File: src/rtl/mem_access_ctrl.sv
// Arbiter and wait-state sequencer in front of the unified single-port memory.
// Define MEM_ALIGN_CHECK_EN to fault requests whose address bits below ADDR_SHIFT are non-zero.
module mem_access_ctrl #(
  parameter int unsigned WAIT_STATES = 0,
  parameter int unsigned ADDR_SHIFT  = 0,
  parameter int unsigned MEM_WORDS   = 1024
) (
  input  logic        clk,
  input  logic        reset,
  input  logic        if_req,
  input  logic [31:0] if_addr,
  output logic        if_ack,
  output logic [31:0] if_rdata,
  output logic        if_err,
  input  logic        d_req,
  input  logic        d_we,
  input  logic [31:0] d_addr,
  input  logic [31:0] d_wdata,
  output logic        d_ack,
  output logic [31:0] d_rdata,
  output logic        d_err,
  output logic        busy,
  output logic [31:0] memAddress,
  output logic [31:0] memWriteData,
  output logic        memWriteEnable,
  input  logic [31:0] memReadData
);

  typedef enum logic [1:0] {
    IDLE   = 2'd0,
    ACCESS = 2'd1,
    RESP   = 2'd2
  } state_t;

  localparam logic [3:0]  WAIT_INIT = 4'(WAIT_STATES);
  localparam logic [31:0] WORDS     = 32'(MEM_WORDS);
`ifdef MEM_ALIGN_CHECK_EN
  localparam logic [31:0] LOW_MASK  = (32'd1 << ADDR_SHIFT) - 32'd1;
`endif

  state_t      state_r;
  logic [3:0]  wait_cnt_r;
  logic        is_data_r;
  logic        we_r;
  logic        fault_r;
  logic        grant_d_s;
  logic        grant_if_s;
  logic [31:0] req_addr_s;
  logic        req_fault_s;

  function automatic logic addr_fault(input logic [31:0] addr);
    logic fault;
    fault = ((addr >> ADDR_SHIFT) >= WORDS);
`ifdef MEM_ALIGN_CHECK_EN
    if ((addr & LOW_MASK) != 32'd0) begin
      fault = 1'b1;
    end else begin
      fault = fault;
    end
`endif
    return fault;
  endfunction

  // Request selection: a pending data request always beats a fetch
  always_comb begin
    grant_d_s  = 1'b0;
    grant_if_s = 1'b0;
    req_addr_s = if_addr;
    if (d_req) begin
      grant_d_s  = 1'b1;
      req_addr_s = d_addr;
    end else if (if_req) begin
      grant_if_s = 1'b1;
      req_addr_s = if_addr;
    end else begin
      grant_d_s  = 1'b0;
      grant_if_s = 1'b0;
    end
  end

  assign req_fault_s = addr_fault(req_addr_s);

  // Access sequencer: grant, count wait states, commit/capture, then pulse the ack
  always_ff @(posedge clk or posedge reset) begin
    if (reset) begin
      state_r        <= IDLE;
      wait_cnt_r     <= 4'd0;
      is_data_r      <= 1'b0;
      we_r           <= 1'b0;
      fault_r        <= 1'b0;
      busy           <= 1'b0;
      if_ack         <= 1'b0;
      if_err         <= 1'b0;
      if_rdata       <= 32'd0;
      d_ack          <= 1'b0;
      d_err          <= 1'b0;
      d_rdata        <= 32'd0;
      memAddress     <= 32'd0;
      memWriteData   <= 32'd0;
      memWriteEnable <= 1'b0;
    end else begin
      if_ack         <= 1'b0;
      if_err         <= 1'b0;
      d_ack          <= 1'b0;
      d_err          <= 1'b0;
      memWriteEnable <= 1'b0;
      case (state_r)
        IDLE: begin
          if (grant_d_s || grant_if_s) begin
            state_r    <= ACCESS;
            busy       <= 1'b1;
            is_data_r  <= grant_d_s;
            we_r       <= grant_d_s & d_we;
            fault_r    <= req_fault_s;
            wait_cnt_r <= WAIT_INIT;
            memAddress <= req_addr_s >> ADDR_SHIFT;
            if (grant_d_s) begin
              memWriteData <= d_wdata;
            end
            // With no wait states the first ACCESS cycle is also the commit cycle
            memWriteEnable <= grant_d_s & d_we & ~req_fault_s & (WAIT_INIT == 4'd0);
          end
        end
        ACCESS: begin
          if (wait_cnt_r == 4'd0) begin
            state_r <= RESP;
            if (!we_r) begin
              if (is_data_r) begin
                d_rdata <= fault_r ? 32'd0 : memReadData;
              end else begin
                if_rdata <= fault_r ? 32'd0 : memReadData;
              end
            end
            d_ack  <= is_data_r;
            d_err  <= is_data_r & fault_r;
            if_ack <= ~is_data_r;
            if_err <= ~is_data_r & fault_r;
          end else begin
            wait_cnt_r     <= wait_cnt_r - 4'd1;
            memWriteEnable <= we_r & ~fault_r & (wait_cnt_r == 4'd1);
          end
        end
        RESP: begin
          state_r <= IDLE;
          busy    <= 1'b0;
        end
        default: begin
          state_r <= IDLE;
          busy    <= 1'b0;
        end
      endcase
    end
  end

endmodule

File: config.mk
export PLATFORM = sky130hd
export DESIGN_NAME = mem_access_ctrl
export DESIGN_NICKNAME = d
export VERILOG_FILES = /design/src/rtl/mem_access_ctrl.sv
export SDC_FILE = /design/constraint.sdc
export NUM_CORES = 1
export LEC_CHECK = 0
export ABC_AREA = 0
export CAP_MARGIN = 20
export CORE_ASPECT_RATIO = 0.75
export CORE_MARGIN = 3
export CORE_UTILIZATION = 30
export DETAILED_ROUTE_END_ITERATION = 7
export PLACE_DENSITY = 0.61
export SLEW_MARGIN = 20
export SYNTH_ARGS = -nofsm -noshare
export SYNTH_HDL_FRONTEND = slang
export SYNTH_SLANG_ARGS = --single-unit
File: constraint.sdc
create_clock -name clk -period 12.19 [get_ports clk]
set_input_delay 1.219 -clock clk [delete_from_list [all_inputs] [get_ports clk]]
set_output_delay 1.219 -clock clk [all_outputs]
set_load 0.03 [all_outputs]
; ---- After elaboration in Yosys (flattened, before gate mapping)
; Index checks and enable logic that the tools add are counted.
[totals]
regBits = 143
in_bits = 133
output_inout_bits = 134
elab_cells = 68
[classes]
n_addsub = 1
magnitude_cmp = 1
n_eq_ne = 5
muxes = 24
bitwise = 11
n_reduce_logical = 11
[ops]
columns = operator, count
row1 = 2-to-1 mux 32 bit, 2
row2 = greater-or-equal comparator 32 x 11 -> 1 bit (second input constant), 1
row3 = 2-to-1 mux 1 bit, 14
row4 = 2-to-1 mux 4 bit, 2
row5 = one-hot mux 4 bit (2 select lines), 1
row6 = AND reduction 4 bit, 2
row7 = AND 1 bit, 6
row8 = != test 2 bit (second input constant), 3
row9 = AND reduction 2 bit, 3
row10 = AND reduction 3 bit, 2
row11 = inverter 1 bit, 5
row12 = equality test 4 x 1 -> 1 bit (second input constant), 1
row13 = zero test 4 bit, 1
row14 = 2-to-1 mux 2 bit, 2
row15 = one-hot mux 1 bit (2 select lines), 2
row16 = one-hot mux 2 bit (2 select lines), 1
row17 = subtractor 4 x 1 -> 4 bit (second input constant), 1
row18 = equality test 2 x 1 -> 1 bit (second input constant), 1
row19 = zero test 2 bit, 1
row20 = nonzero test 2 bit, 1
row21 = logical OR 1 bit, 1

; ---- Depth between registers and ports, before layout
; Gate-level depths: netlist of run 1.
[logic_depth]
depth_word = 6
ltp_mapped = 9

; ---- Least setup slack after synthesis of run 1
; Ideal clock, no wire load.
[synth_timing]
kind = input to register
start = in d_req
end = reg memWriteData[0]
arrival_time_ns = 2.265
path_slack_ns = 9.800
path_stages = 4
path_buffers = 2
path_cell_list = and2_1 > clkbuf_1 > buf_1 > mux2_2
[synth_between]
elab_chain_len = 3
elab_cells_between_ends = 4
cone_classes = mux (2) / reduce/logical (2)
[synth_lines]
columns = element, line_no
row1 = start: declaration, 15  ; input logic d_req,
row2 = 2-to-1 mux 1 bit, 69  ; if (d_req) begin
row3 = logical OR 1 bit, 109  ; if (grant_d_s || grant_if_s) begin
row4 = AND reduction 3 bit (no source line) (*), n/a
row5 = end signal: assignment, 118  ; memWriteData <= d_wdata;
row6 = end: declaration, 24  ; output logic [31:0] memWriteData,
; Mark *: on every way between the ends. The rest lies on a longest branch, timed or not.
; A chain may end at the register's enable or synchronous reset.

; ---- Worst setup path after layout of run 1
[layout_timing]
start = reg memAddress[17]
end = out memAddress[17]
[layout_lines]
columns = element, line_no
row1 = start: declaration, 23  ; output logic [31:0] memAddress,
row2 = start signal: assignment, 116  ; memAddress <= req_addr_s >> ADDR_SHIFT;
; No word-level cell between the ends.

==> flow_summary.yaml, run 1 <==
die:
  die_h_um: 129
  dieWidth_um: 170
  initial_core_util_pct: 30.9
  io_pins: 267
  coreArea_sq_mm: 0.0196
  row_count: 44
  dieArea_sq_mm: 0.0219
routing:
  vias: 4809
  first_pass_iters: 4
  drc_errors: 0
  post_drt_wl_per_cell_um: 16.3
  initialDrtViolationCount: 268
  wl_um: 17100
  routed_via_density: 4.57
  ant_nets: 0
synth:
  synthesis.nets: 664
  synth_edf_count: 0
  synthXorXnorAreaFrac_pct: 0.289
  synthAdderAreaFrac_pct: 0.413
  syn_inst: 529
  ys_seq_area_share_pct: 59.1
  yosysMostFrequentCell: "dfrtp_1"
  ys_seq_elements: 143
  avgSynthCellArea_sq_um: 11.4
  async_reset_ff_share_pct: 100
  ys_top_cells_by_count: "143 x dfrtp_1, 102 x nand2_1, 37 x o21ai_2"
  synth-simple-area-share_pct: 13.4
  synth_area_sq_mm: 0.00605
  synthMuxAreaShare_pct: 11.6
  yosysWarnings: 0
  netlist.area_leader.share_pct: 59.1
  synth_top_family_by_area: "simple AND/OR/NAND/NOR gates"
  synth_compound_area_share_pct: 11.1
  synthFlopType: "dfrtp_1"
  ys_top_cells_by_area: "dfrtp_1 59%, nand2_1 6.3%, mux2_2 6.1%"
  synth_top_cell_by_area: "dfrtp_1"
  synth.distinct_cells: 31
run_status:
  status: "completed"
cells_and_area:
  nets: 922
  drive_gt1_share_pct: 14.2
  num-fill-cells: 1749
  multiInputGateArea_sq_mm: 0.00224
  area_delta_synth_final_pct: 56.5
  diodes: 0
  ff_latch_area_sq_mm: 0.00358
  finalInstanceArea_sq_mm: 0.00947
timing:
  finalCriticalPeriod_ns: 2.72
  maxSlewViolCount: 0
  relSlewSlack_pct: 45.1
  hold_viol_final: 0
  finalSetupTns_ns: 0
  fin_skew_ns: 0.00836
  worst_pin_slew_ns: 0.823
  max_freq_ghz: 0.367
  setup_viol: 0
  rsz0062_at_grt: "false"
  post-route-period-util_pct: 22.4
clocking:
  htreeDepth: 4
  cts.hold.buffers_added: 0
  root_buffer: "clkbuf_16"
  cts_tree: "done"
  cts_setup_buffers: 0
  cts-buffers-inserted: 17
  ctsResizeCount: 0
  clk-insertion-delay-late_ns: 0.42
  clock_sinks: 143
  clk_path_buf_depth: 2
  cts.clk_slew.worst_paths_ns: 0.06
worst_setup_path:
  slowest_stage: "clkdlybuf4s50_1"
  max_stage_delay_ns: 0.71
  path_max_fanout: 2
  crit_arrival_ns: 1.51
  cpLargestDelayFamily: "buffers and inverters"
  required_ns: 10.97
  crit_type: "reg -> out"
  worst_r2r_startpoint: "wait_cnt_r[0]"
  cp-start-kind: "register"
  endpoint_kind: "primary output"
  worstPathCellList: "clkdlybuf4s50_1"
  critPathBufInv: 1
  crit_path_start: "memAddress[17]"
min_path:
  hold_path.class: "reg -> reg"
  min_from: "memAddress[22]"
power:
  vdd_drop_max_v: 0.000115
  power.density_mw_per_mm2: 292
  leakage_nw: 4.02
  total_power_mw: 2.76
global_routing:
  overflow: 0
  grt_max_degree: 85
  grt_pass1_vias: 5028
  grt_usage_pct: 15.7
  grt_pass1_wl_um: 26900
  antenna_found_initial: 0
placement:
  hpwl_um: 12700
  gp_congestion: 0.868
  placed_cell_area_sq_mm: 0.00886
  io_buffers: 266
flow_run:
  max_cap_viol_count: 0
flip-flops by register name (all words and copies together), names as in the netlist, 2 cells and up:
register / flops
d_rdata: 32
if_rdata: 32
memAddress: 32
memWriteData: 32
state_r: 2
wait_cnt_r: 4
final cells by class:
class                           instances  share of cell area [%]
Clock inverter                         10                    1.33
Sequential cell                       143                    37.8
Tap cell                              253                    3.34
Inverter                                4                   0.211
Timing Repair Buffer                  272                    28.5
Multi-Input combinational cell        349                    23.7
Clock buffer                           22                    5.11
routing by layer:
metal / global-route usage (%) / part of all wire [%] / wire, um
met2: 23.8 / 45 / 7760
met1: 20.5 / 44 / 7460
met3: 5.90 / 9.9 / 1690
met5: 0 / 0 / 0
met4: 6.06 / 1.3 / 219
worst paths after layout:
kind | to | cells past startpoint | slack, ns
worst max-delay path | memAddress[17] | 1 | 9.47
worst min-delay path | memAddress[22] | 2 | 0.48
worst max register to register | d_rdata[28] | 7 | 9.70
worst min register to register | memAddress[22] | 2 | 0.48
max in group asynchronous | memWriteData[9] | 3 | 9.57
min in group asynchronous | memWriteData[10] | 2 | 1.30
cell usage in the layout, fill, tap and decap left out, types with 12 or more instances in the layout:
cell	n
dfrtp_1	142
nand2b_1	34
clkbuf_16	17
o21ai_0	33
mux2i_1	33
nand2_1	102
nor2_1	12
o21ai_2	37
clkdlybuf4s50_1	265
o21ai_1	27
mux2_2	33
power by group:
part / leakage, nW / switching (mW) / internal, mW
clock network: 0.290 / 0.202 / 0.326
registers: 1.80 / 0.145 / 0.703
logic: 1.93 / 0.804 / 0.580
total: 4.02 / 1.15 / 1.61
per-stage QoR:
stage | cells | hold WS (ns) | setup slack, ns | utilization (%)
after floorplan | 529 | 0.438 | 7.13 | -
after global placement | 1021 | 0.462 | 9.10 | 45.2
after detailed placement | 1021 | 0.467 | 9.03 | 45.2
after CTS | 1053 | 0.481 | 9.43 | 48.3
after global routing | 1053 | 0.498 | 9.30 | 48.3
final | 1053 | 0.476 | 9.47 | 48.3
logic make-up (layout without fill, tap and decap cells):
family,count (synthesis),after routing
compound gates,103,103
mux,66,66
simple gates,176,176
xor+xnor,2,2
buf+inv,37,308
flops,143,143
fa+ha+maj,2,2
(Power assumes the default switching activity.)
==> inputs of run 2 (changes only) <==
==> constraint.sdc (replaced) <==
create_clock -name clk -period 2.7 [get_ports clk]
set_input_delay 0.27 -clock clk [delete_from_list [all_inputs] [get_ports clk]]
set_output_delay 0.27 -clock clk [all_outputs]
set_load 0.03 [all_outputs]
==> run 2 against run 1 <==
Against the previous run: final cell count is 0.28% higher; register-to-register slack lost 9.3 ns; non-clock buffer count rose by 4; sequential cell count unchanged; wire length is 0.79% lower; count of clock-buffer cells in the layout decreased by 4.
==> flow_summary.yaml, run 2 (synthesis gave the netlist of run 1 again) <==
die:
  die_h_um: 129
  dieArea_sq_mm: 0.0219
  coreArea_sq_mm: 0.0196
  initial_core_util_pct: 30.9
  row_count: 44
  io_pins: 267
  dieWidth_um: 170
clocking:
  clk_path_buf_depth: 2
  cts_tree: "done"
  htreeDepth: 4
  cts.clk_slew.worst_paths_ns: 0.06
  root_buffer: "clkbuf_16"
  clock_sinks: 143
  clk-insertion-delay-late_ns: 0.42
  cts-buffers-inserted: 17
  ctsResizeCount: 0
  cts_setup_buffers: 0
  cts.hold.buffers_added: 0
worst_setup_path:
  slowest_stage: "or4_2"
  r2r_cells: 7
  endpoint_kind: "register"
  crit_type: "reg -> reg"
  r2r-end: "d_rdata[27]"
  path_max_fanout: 64
  r2r_slack_ns: 0.40
  max_stage_delay_ns: 0.61
  crit_arrival_ns: 2.59
  cp-start-kind: "register"
  worstPathCellList: "inv_1 > ha_1 > or3b_1 > or4_2 > buf_12 > nand2_1 > o21ai_2"
  worst_r2r_startpoint: "wait_cnt_r[0]"
  required_ns: 3.00
placement:
  gp_congestion: 0.811
  io_buffers: 266
  hpwl_um: 12900
  dp_cells: 1025
routing:
  vias: 4829
  wl_um: 17000
  initialDrtViolationCount: 298
  drc_errors: 0
  routed_via_density: 4.57
  first_pass_iters: 4
  post_drt_wl_per_cell_um: 16.1
  ant_nets: 0
cells_and_area:
  layout_common_cells: "265 x clkdlybuf4s50_1, 143 x dfrtp_1, 102 x nand2_1"
  area_delta_synth_final_pct: 56.8
  drive_gt1_share_pct: 14.6
  nets: 926
  diodes: 0
  fin_cells: 1056
  final_common_cell: "clkdlybuf4s50_1"
  num-fill-cells: 1781
timing:
  finalSetupTns_ns: 0
  hold_viol_final: 0
  maxSlewViolCount: 0
  relSlewSlack_pct: 64.9
  fin_skew_ns: 0.0110
  max_freq_ghz: 0.435
  setup_viol: 0
  rsz0062_at_grt: "false"
  finalCriticalPeriod_ns: 2.30
  worst_pin_slew_ns: 0.527
  post-route-period-util_pct: 85.1
global_routing:
  overflow: 0
  grt_pass1_wl_um: 27100
  antenna_found_initial: 0
  grt_pass1_vias: 5178
  grt_max_degree: 83
  grt_usage_pct: 15.8
power:
  leakage_nw: 4.04
  power.density_mw_per_mm2: 1300
  vdd_drop_max_v: 0.000563
run_status:
  status: "completed"
min_path:
  hold_path.class: "in -> async"
flow_run:
  max_cap_viol_count: 0
## run 2: cell type report
| class | instances | area [sq um] | share of cell area [%] |
|---|---|---|---|
| Clock buffer | 18 | 439 | 4.63 |
| Clock inverter | 13 | 116 | 1.23 |
| Inverter | 4 | 18.8 | 0.198 |
| Multi-Input combinational cell | 349 | 2240 | 23.6 |
| Sequential cell | 143 | 3580 | 37.7 |
| Tap cell | 253 | 317 | 3.34 |
| Timing Repair Buffer | 276 | 2780 | 29.3 |
## run 2: worst max path at each step
| stage | from | end | slack [ns] | cells after the start |
|---|---|---|---|---|
| floorplan | reset | busy | 0.64 | 1 |
| global placement | wait_cnt_r[0] | d_rdata[27] | 0.48 | 7 |
| detailed placement | wait_cnt_r[0] | d_rdata[11] | 0.41 | 7 |
| CTS | wait_cnt_r[0] | d_rdata[11] | 0.40 | 7 |
| global route | wait_cnt_r[0] | d_rdata[27] | 0.28 | 7 |
| finish | wait_cnt_r[0] | d_rdata[27] | 0.40 | 7 |
## run 2: power breakdown
group / switching, mW / leakage, nW / internal [mW]
registers: 0.623 / 1.80 / 3.17
logic: 3.65 / 1.97 / 2.67
clock network: 0.924 / 0.268 / 1.29
total: 5.20 / 4.04 / 7.13
## run 2: per-layer routing
metal | share of wire [%] | GRT usage (%)
met3 | 12 | 8.05
met5 | 0 | 0
met1 | 43 | 19.6
met4 | 1.1 | 4.58
met2 | 45 | 24.5
## run 2: worst max-delay path: cells and delay by family (launching register included)
kind,cells,cell delay [ns]
AO/OA/AOI/OAI,1,0.05
adder cells (fa/ha/maj),1,0.15
buffers and inverters,2,0.30
flip-flops,1,0.41
AND/OR/NAND/NOR,3,1.21
## run 2: stage by stage
stage	instance area (sq um)	utilization (%)	power (mW)	worst slack, ns	hold slack (ns)
floorplan	6060	-	7.53	0.639	0.403
global placement	8940	45.6	10.1	0.477	0.463
detailed placement	8940	45.6	10.2	0.408	0.466
CTS	9490	48.4	12.5	0.401	0.109
global route	9490	48.4	13.1	0.278	0.128
finish	9490	48.4	12.3	0.402	0.128
==> inputs of run 3 (changes only) <==
==> constraint.sdc (replaced) <==
create_clock -name clk -period 2.15 [get_ports clk]
set_input_delay 0.215 -clock clk [delete_from_list [all_inputs] [get_ports clk]]
set_output_delay 0.215 -clock clk [all_outputs]
set_load 0.03 [all_outputs]
==> run 3 against run 2 <==
Against the previous run: maximum frequency is 14% higher; non-clock buffer count rose by 5; critical path depth stayed put; die area unchanged; sequential share of layout area decreased by 0.83 points; global-route usage is 1.1 points higher; core utilization is 1.1 points higher; critical path type unchanged.
==> flow_summary.yaml, run 3 (synthesis gave the netlist of run 1 again) <==
power:
  power.density_mw_per_mm2: 1660
  leakage_nw: 4.14
  total_power_mw: 16.2
  vdd_drop_max_v: 0.000728
timing:
  setup_viol: 0
  rsz0062_at_grt: "false"
  maxSlewViolCount: 0
  worst_pin_slew_ns: 0.501
  finalSetupTns_ns: 0
  relSlewSlack_pct: 66.5
  max_freq_ghz: 0.495
  post-route-period-util_pct: 94.1
  fin_skew_ns: 0.00977
  hold_viol_final: 0
  finalCriticalPeriod_ns: 2.02
  holdWs_ns: 0.190
global_routing:
  grt_pass1_vias: 5401
  antenna_found_initial: 0
  grt_max_degree: 65
  grt_pass1_wl_um: 29100
  grt_usage_pct: 16.9
  overflow: 0
routing:
  wl_um: 18200
  routed_via_density: 4.68
  initialDrtViolationCount: 241
  post_drt_wl_per_cell_um: 17.2
  drc_errors: 0
  first_pass_iters: 4
  vias: 4956
  ant_nets: 0
worst_setup_path:
  crit_type: "reg -> reg"
  cp-start-kind: "register"
  crit_arrival_ns: 2.31
  required_ns: 2.44
  worst_r2r_startpoint: "wait_cnt_r[1]"
  r2r_slack_ns: 0.13
  path_max_fanout: 32
  endpoint_kind: "register"
  crit_path_start: "wait_cnt_r[1]"
die:
  dieArea_sq_mm: 0.0219
  die_h_um: 129
  dieWidth_um: 170
  io_pins: 267
  coreArea_sq_mm: 0.0196
  row_count: 44
  initial_core_util_pct: 30.9
clocking:
  htreeDepth: 4
  clock_sinks: 143
  cts.clk_slew.worst_paths_ns: 0.06
  cts_setup_buffers: 0
  cts_tree: "done"
  clk-insertion-delay-late_ns: 0.41
  root_buffer: "clkbuf_16"
  cts-buffers-inserted: 17
  clk_path_buf_depth: 2
cells_and_area:
  num-fill-cells: 1757
  area_delta_synth_final_pct: 60.4
  final_common_cell: "clkdlybuf4s50_1"
  drive_gt1_share_pct: 15.0
  layout_common_cells: "265 x clkdlybuf4s50_1, 143 x dfrtp_1, 102 x nand2_1"
  diodes: 0
  nets: 931
flow_run:
  max_cap_viol_count: 0
min_path:
  hold_path.class: "in -> async"
placement:
  gp_congestion: 0.833
  io_buffers: 266
  hpwl_um: 13100
run_status:
  status: "completed"
-- run 3: critical path, stage by stage (launching register included) --
cell and delay, ns:
dfrtp_1 0.39, inv_1 0.09, ha_1 0.17, or3b_1 0.38
or4_4 0.50, buf_12 0.20, nand2_1 0.10, o21ai_2 0.06
-- run 3: layout make-up --
cell class	instances	area, sq um	share of cell area, %
clock buffer	17	425	4.38
clock inverter	13	211	2.18
inverter	4	18.8	0.193
multi-input combinational	349	2240	23.1
sequential	143	3580	36.9
tap	253	317	3.26
timing repair buffer	281	2910	30.0
-- run 3: path summary, 6_finish.rpt --
check | endpoint | cells after the start
max | d_rdata[0] | 7
max reg2reg | d_rdata[0] | 7
max in group asynchronous | d_rdata[23] | 3
min in group clk | memAddress[16] | 3
min | if_rdata[1] | 2
min reg2reg | d_rdata[18] | 2
-- run 3: report_power, final --
| group | switching [mW] | internal, mW |
|---|---|---|
| Combinational | 4.72 | 3.48 |
| Sequential | 0.781 | 3.99 |
| Clock | 1.14 | 2.06 |
| Total | 6.64 | 9.52 |
-- run 3: per-layer routing --
metal / routed length, um / part of all wire, % / vias up / track usage (%)
met5: 0 / 0 / - / 0
met4: 217 / 1.2 / 0 / 4.91
met3: 1790 / 9.8 / 16 / 7.13
met2: 8410 / 46 / 186 / 27.6
met1: 7790 / 43 / 2411 / 20.7
li1: - / - / 2343 / -
-- run 3: timing repair --
item / CTS / global route
pin swaps: 0 / 0
hold buffers: 0 / 0
endpoints found under the setup margin: 34 / 47
gates resized for setup: 2 / 2
gates cloned: 2 / 0
-- run 3: stage by stage --
stage,utilization [%],std cells,instance area (sq um),setup slack [ns]
6_report,49.5,1060,9710,0.128
2_1_floorplan,-,529,6060,0.137
5_1_grt,49.5,1060,9710,0.0240
3_3_place_gp,46.0,1028,9010,-0.0288
4_1_cts,49.6,1060,9720,0.0214
3_5_place_dp,46.0,1028,9010,-0.0454
